<file path="config.mk">
export PLATFORM = sky130hd
export DESIGN_NAME = mul_hilo_ctrl
export DESIGN_NICKNAME = d
export VERILOG_FILES = /design/src/rtl/mul_hilo_ctrl.sv
export SDC_FILE = /design/constraint.sdc
export NUM_CORES = 1
export LEC_CHECK = 0
export ABC_AREA = 1
export CORE_AREA = 3 3 112 141
export DETAILED_ROUTE_END_ITERATION = 8
export DIE_AREA = 0 0 115 144
export PLACE_DENSITY = 0.84
export SYNTH_ARGS = -nofsm -noshare
export SYNTH_HDL_FRONTEND = slang
export SYNTH_SLANG_ARGS = --single-unit
</file>
<file path="constraint.sdc">
create_clock -name clk_i -period 1.7 [get_ports clk_i]
set_input_delay 0.34 -clock clk_i [delete_from_list [all_inputs] [get_ports clk_i]]
set_output_delay 0.34 -clock clk_i [all_outputs]
set_load 0.005 [all_outputs]
</file>
<file path="src/rtl/mul_hilo_ctrl.sv">
// Issue/sequencing controller for a pipelined 32x32 multiplier; owns the HI/LO registers.
// Define MUL_ACC_EN to enable the MADD/MADDU/MSUB/MSUBU accumulate opcodes.
module mul_hilo_ctrl #(
   parameter int unsigned MUL_LAT = 2
) (
   input  logic        clk_i,
   input  logic        reset_i,
   input  logic        req_valid_i,
   output logic        req_ready_o,
   input  logic [3:0]  req_op_i,
   input  logic [31:0] req_a_i,
   input  logic [31:0] req_b_i,
   input  logic        flush_i,
   output logic [31:0] mul_a_o,
   output logic [31:0] mul_b_o,
   output logic        mul_signed_o,
   input  logic [63:0] mul_result_i,
   output logic [31:0] hi_o,
   output logic [31:0] lo_o,
   output logic        busy_o,
   output logic        done_o,
   output logic        op_err_o
);

   localparam int unsigned CntW = (MUL_LAT > 1) ? $clog2(MUL_LAT) : 1;
   localparam logic [CntW-1:0] CntInit = CntW'(MUL_LAT - 1);

   typedef enum logic [1:0] {StIdle, StWait, StCommit} state_e;

   state_e          state_q, state_d;
   logic [CntW-1:0] cnt_q, cnt_d;
   logic [31:0]     mul_a_q, mul_a_d, mul_b_q, mul_b_d;
   logic            mul_signed_q, mul_signed_d;
   logic [31:0]     hi_q, hi_d, lo_q, lo_d;
   logic [63:0]     hilo_commit;

   logic op_mul, op_signed, op_mthi, op_mtlo, op_legal, accept;

`ifdef MUL_ACC_EN
   typedef enum logic [1:0] {AccNone, AccAdd, AccSub} acc_e;
   acc_e acc_q, acc_d, op_acc;
`endif

   always_comb begin
      op_mul    = 1'b0;
      op_signed = 1'b0;
      op_mthi   = 1'b0;
      op_mtlo   = 1'b0;
      op_legal  = 1'b1;
`ifdef MUL_ACC_EN
      op_acc    = AccNone;
`endif
      case (req_op_i)
         4'd0: begin op_mul = 1'b1; op_signed = 1'b1; end
         4'd1: op_mul = 1'b1;
`ifdef MUL_ACC_EN
         4'd2: begin op_mul = 1'b1; op_signed = 1'b1; op_acc = AccAdd; end
         4'd3: begin op_mul = 1'b1; op_acc = AccAdd; end
         4'd4: begin op_mul = 1'b1; op_signed = 1'b1; op_acc = AccSub; end
         4'd5: begin op_mul = 1'b1; op_acc = AccSub; end
`endif
         4'd6: op_mthi = 1'b1;
         4'd7: op_mtlo = 1'b1;
         default: op_legal = 1'b0;
      endcase
   end

   // Flush in IDLE blocks acceptance of every opcode, including MTHI/MTLO.
   assign req_ready_o = (state_q == StIdle) && !flush_i;
   assign accept      = req_ready_o && req_valid_i;
   assign op_err_o    = accept && !op_legal;
   assign busy_o      = (state_q != StIdle);
   assign done_o      = (state_q == StCommit) && !flush_i;

   always_comb begin
`ifdef MUL_ACC_EN
      case (acc_q)
         AccAdd:  hilo_commit = {hi_q, lo_q} + mul_result_i;
         AccSub:  hilo_commit = {hi_q, lo_q} - mul_result_i;
         default: hilo_commit = mul_result_i;
      endcase
`else
      hilo_commit = mul_result_i;
`endif
   end

   always_comb begin
      state_d      = state_q;
      cnt_d        = cnt_q;
      mul_a_d      = mul_a_q;
      mul_b_d      = mul_b_q;
      mul_signed_d = mul_signed_q;
      hi_d         = hi_q;
      lo_d         = lo_q;
`ifdef MUL_ACC_EN
      acc_d        = acc_q;
`endif
      case (state_q)
         StIdle: begin
            if (accept) begin
               if (op_mul) begin
                  mul_a_d      = req_a_i;
                  mul_b_d      = req_b_i;
                  mul_signed_d = op_signed;
`ifdef MUL_ACC_EN
                  acc_d        = op_acc;
`endif
                  cnt_d        = CntInit;
                  state_d      = StWait;
               end
               if (op_mthi) hi_d = req_a_i;
               if (op_mtlo) lo_d = req_a_i;
            end
         end
         StWait: begin
            if (flush_i) begin
               state_d = StIdle;
            end else if (cnt_q == '0) begin
               state_d = StCommit;
            end else begin
               cnt_d = cnt_q - CntW'(1);
            end
         end
         StCommit: begin
            state_d = StIdle;
            if (!flush_i) {hi_d, lo_d} = hilo_commit;
         end
         default: state_d = StIdle;
      endcase
   end

   always_ff @(posedge clk_i) begin
      if (reset_i) begin
         state_q      <= StIdle;
         cnt_q        <= '0;
         mul_a_q      <= '0;
         mul_b_q      <= '0;
         mul_signed_q <= 1'b0;
         hi_q         <= '0;
         lo_q         <= '0;
`ifdef MUL_ACC_EN
         acc_q        <= AccNone;
`endif
      end else begin
         state_q      <= state_d;
         cnt_q        <= cnt_d;
         mul_a_q      <= mul_a_d;
         mul_b_q      <= mul_b_d;
         mul_signed_q <= mul_signed_d;
         hi_q         <= hi_d;
         lo_q         <= lo_d;
`ifdef MUL_ACC_EN
         acc_q        <= acc_d;
`endif
      end
   end

   assign mul_a_o      = mul_a_q;
   assign mul_b_o      = mul_b_q;
   assign mul_signed_o = mul_signed_q;
   assign hi_o         = hi_q;
   assign lo_o         = lo_q;

endmodule
</file>
==> run metrics <==
global route overflow 0; initial antenna violation count 0; Fmax about 0.6 GHz; top_reg_cell synth dfxtp_1; DRT Wirelength about 22000 um; Final Non-Filler Cells around 1400; Setup WS pre-CTS -0.420 ns; r2r setup slk roughly 0.1 ns; Hold WC Path Type flop to flop; post-synth net total 1050; TritonRoute pass-1 iters 6; Crit Path Class flop to output pin; first-pass GRT wire length ~33000 um; CTS root buffer clkbuf_16; # hold bufs at CTS 0; final setup vio count 0; DRC errors left 0; Starting Density 0.419; count leader, synth nor2_1; fillers about 1200; Worst Setup End Kind output pin; via count 6918; Bufs and invs on worst path 1; hpwl dp 15200 um; die area around 17000 sq um; Period minus WS final ~1.7 ns; routability congestion estimate from global placement ~0.91; ys async rst share 0; Crit path max-delay family buffers and inverters; layout overhead on the synthesized area 57.9%; Tightest Pin Transition 0.690 ns; Slew HR 0.540; cell taking the most area after synthesis dfxtp_1; Final Max Tran Viols 0; CTS Buffer Depth 2; Gate Count Post-Synth 914; Die Wd 115 um; Fin. Hold Viols 0; synth cell count leaders 200 x nor2_1, 166 x nand2_1, 132 x dfxtp_1, 131 x nand3_1, 73 x inv_1; I/O Buffers 268; share of cells above drive strength 1 0.0680; Required @ worst endpoint 1.36 ns; CTS tree yes; vias in the first global route around 6400; IO Count roughly 270; slowest CP cell clkdlybuf4s50_1; Lkg Pwr ~4.3 nW; Final #Nets 1303; status finished clean; GRT Util Overall 0.255; htree depth 4; post-synth cell types 21; die height around 140 um; # Max-Cap Violations 0; clock slew at reported path FFs about 0.050 ns; pin count of the biggest net entering global routing 94; worst-path maximum fanout 2; clock tree sinks ~130; PD cells between 700 and 800 nW/um^2; worst setup margin 0.0264 ns; post-route cell area ~9600 sq um; Core ar. 14500 sq um; Post-synth EDFFs 0; Inst Count DP 1325; max incr delay on CP 0.54 ns; VDD IR max 0.573 mV; cell chain of the critical path clkdlybuf4s50_1; Yosys reg bits between 100 and 150; unrepaired setup endpoints after global routing true; Mapped Avg Cell Area between 6 and 7 sq um; startpoint types flop; Tot Pwr 7.54 mW; synth warn 0; Avg WL per Cell between 15 and 20 um; Tcrit/Tclk final 0.984; placed cell area about 9000 sq um; most area-consuming cells after synthesis dfxtp_1 44%, nor2_1 12%, nand3_1 11%; Worst-Skew Late Latency a little over 0.4 ns; DR iter-0 viols just over 700; Yosys top cell area share 0.436; Row Count ~50; DR vias/cell 5.11; Seq/Total Area, Yosys 0.436; Final ANT Viol Nets 0; Worst Skew ~0.0046 ns; CTS Buf Count 17; critical path data arrival time 1.33 ns; Mapped Area 6060 sq um
==> cells in the final DEF (no fill, tap or decap), types with 18 or more instances in the layout <==
cell,count
a21oi_1,66
dfxtp_1,130
clkdlybuf4s50_1,261
nor2_1,199
nand2_1,165
buf_4,25
o21ai_0,48
inv_1,70
clkbuf_16,18
nand3_1,131
==> sequential cells by signal, indices dropped and copies added (netlist names) <==
register,count
mul_a_o,32
cnt_q,1
mul_signed_o,1
mul_b_o,32
state_q,2
hi_o,32
lo_o,32
==> power breakdown <==
group | internal (mW) | switching (mW) | leakage [nW]
sequential | 3.15 | 0.0295 | 1.07
combinational | 0.516 | 0.415 | 2.95
clock | 2.15 | 1.27 | 0.262
==> per-layer routing <==
layer	part of all wire	track usage
met5	0	0
met4	0.039	0.116
met3	0.076	0.0624
met2	0.49	0.412
met1	0.40	0.320
==> through the flow <==
stage	utilization	TNS, ns	hold slack (ns)
CTS	0.657	-0.0188	0.450
detailed placement	0.619	-30.63	0.442
global route	0.661	-0.0672	0.486
finish	0.661	0	0.454
global placement	0.619	-26.86	0.431
floorplan	-	0	0.409
==> cell families (layout without fill, tap and decap cells) <==
logic type,after synthesis,count (layout),synth area share
AOI/OAI and AO/OA,132,132,0.109
DFF,132,132,0.436
buffers and inverters,145,407,0.110
other,0,1,0
and+or+nand+nor,505,505,0.344
==> worst register-to-register path, cell delays in order, from the launching register on <==
cell	delay (ns)
dfxtp_4	0.35
nor2_4	0.16
nand3_4	0.09
buf_4	0.15
nor2_4	0.14
buf_4	0.33
o21ai_0	0.18
nor2_1	0.14
==> final cells by class <==
| class | count | area [sq um] | area share |
|---|---|---|---|
| Antenna cell | 1 | 2.50 | 0.000262 |
| Clock buffer | 22 | 454 | 0.0475 |
| Clock inverter | 6 | 82.6 | 0.00863 |
| Inverter | 74 | 279 | 0.0292 |
| Multi-Input combinational cell | 637 | 2790 | 0.291 |
| Sequential cell | 132 | 2650 | 0.277 |
| Tap cell | 178 | 223 | 0.0233 |
| Timing Repair Buffer | 305 | 3090 | 0.323 |
==> path summary, 6_finish.rpt <==
kind / from / end / cells past startpoint
setup reg to reg: state_q[1] / mul_b_o[9] / 7
setup / recovery: mul_a_o[28] / mul_a_o[28] / 1
hold / removal: cnt_q / state_q[1] / 1
hold reg to reg: cnt_q / state_q[1] / 1
==> timing repair <==
action,CTS,global route
resized for setup,23,11
cloned,0,1
pin swaps,2,2
setup buffers,1,0
endpoints found under the setup margin,4,46
Note: power is estimated with default switching activity, not from simulation.
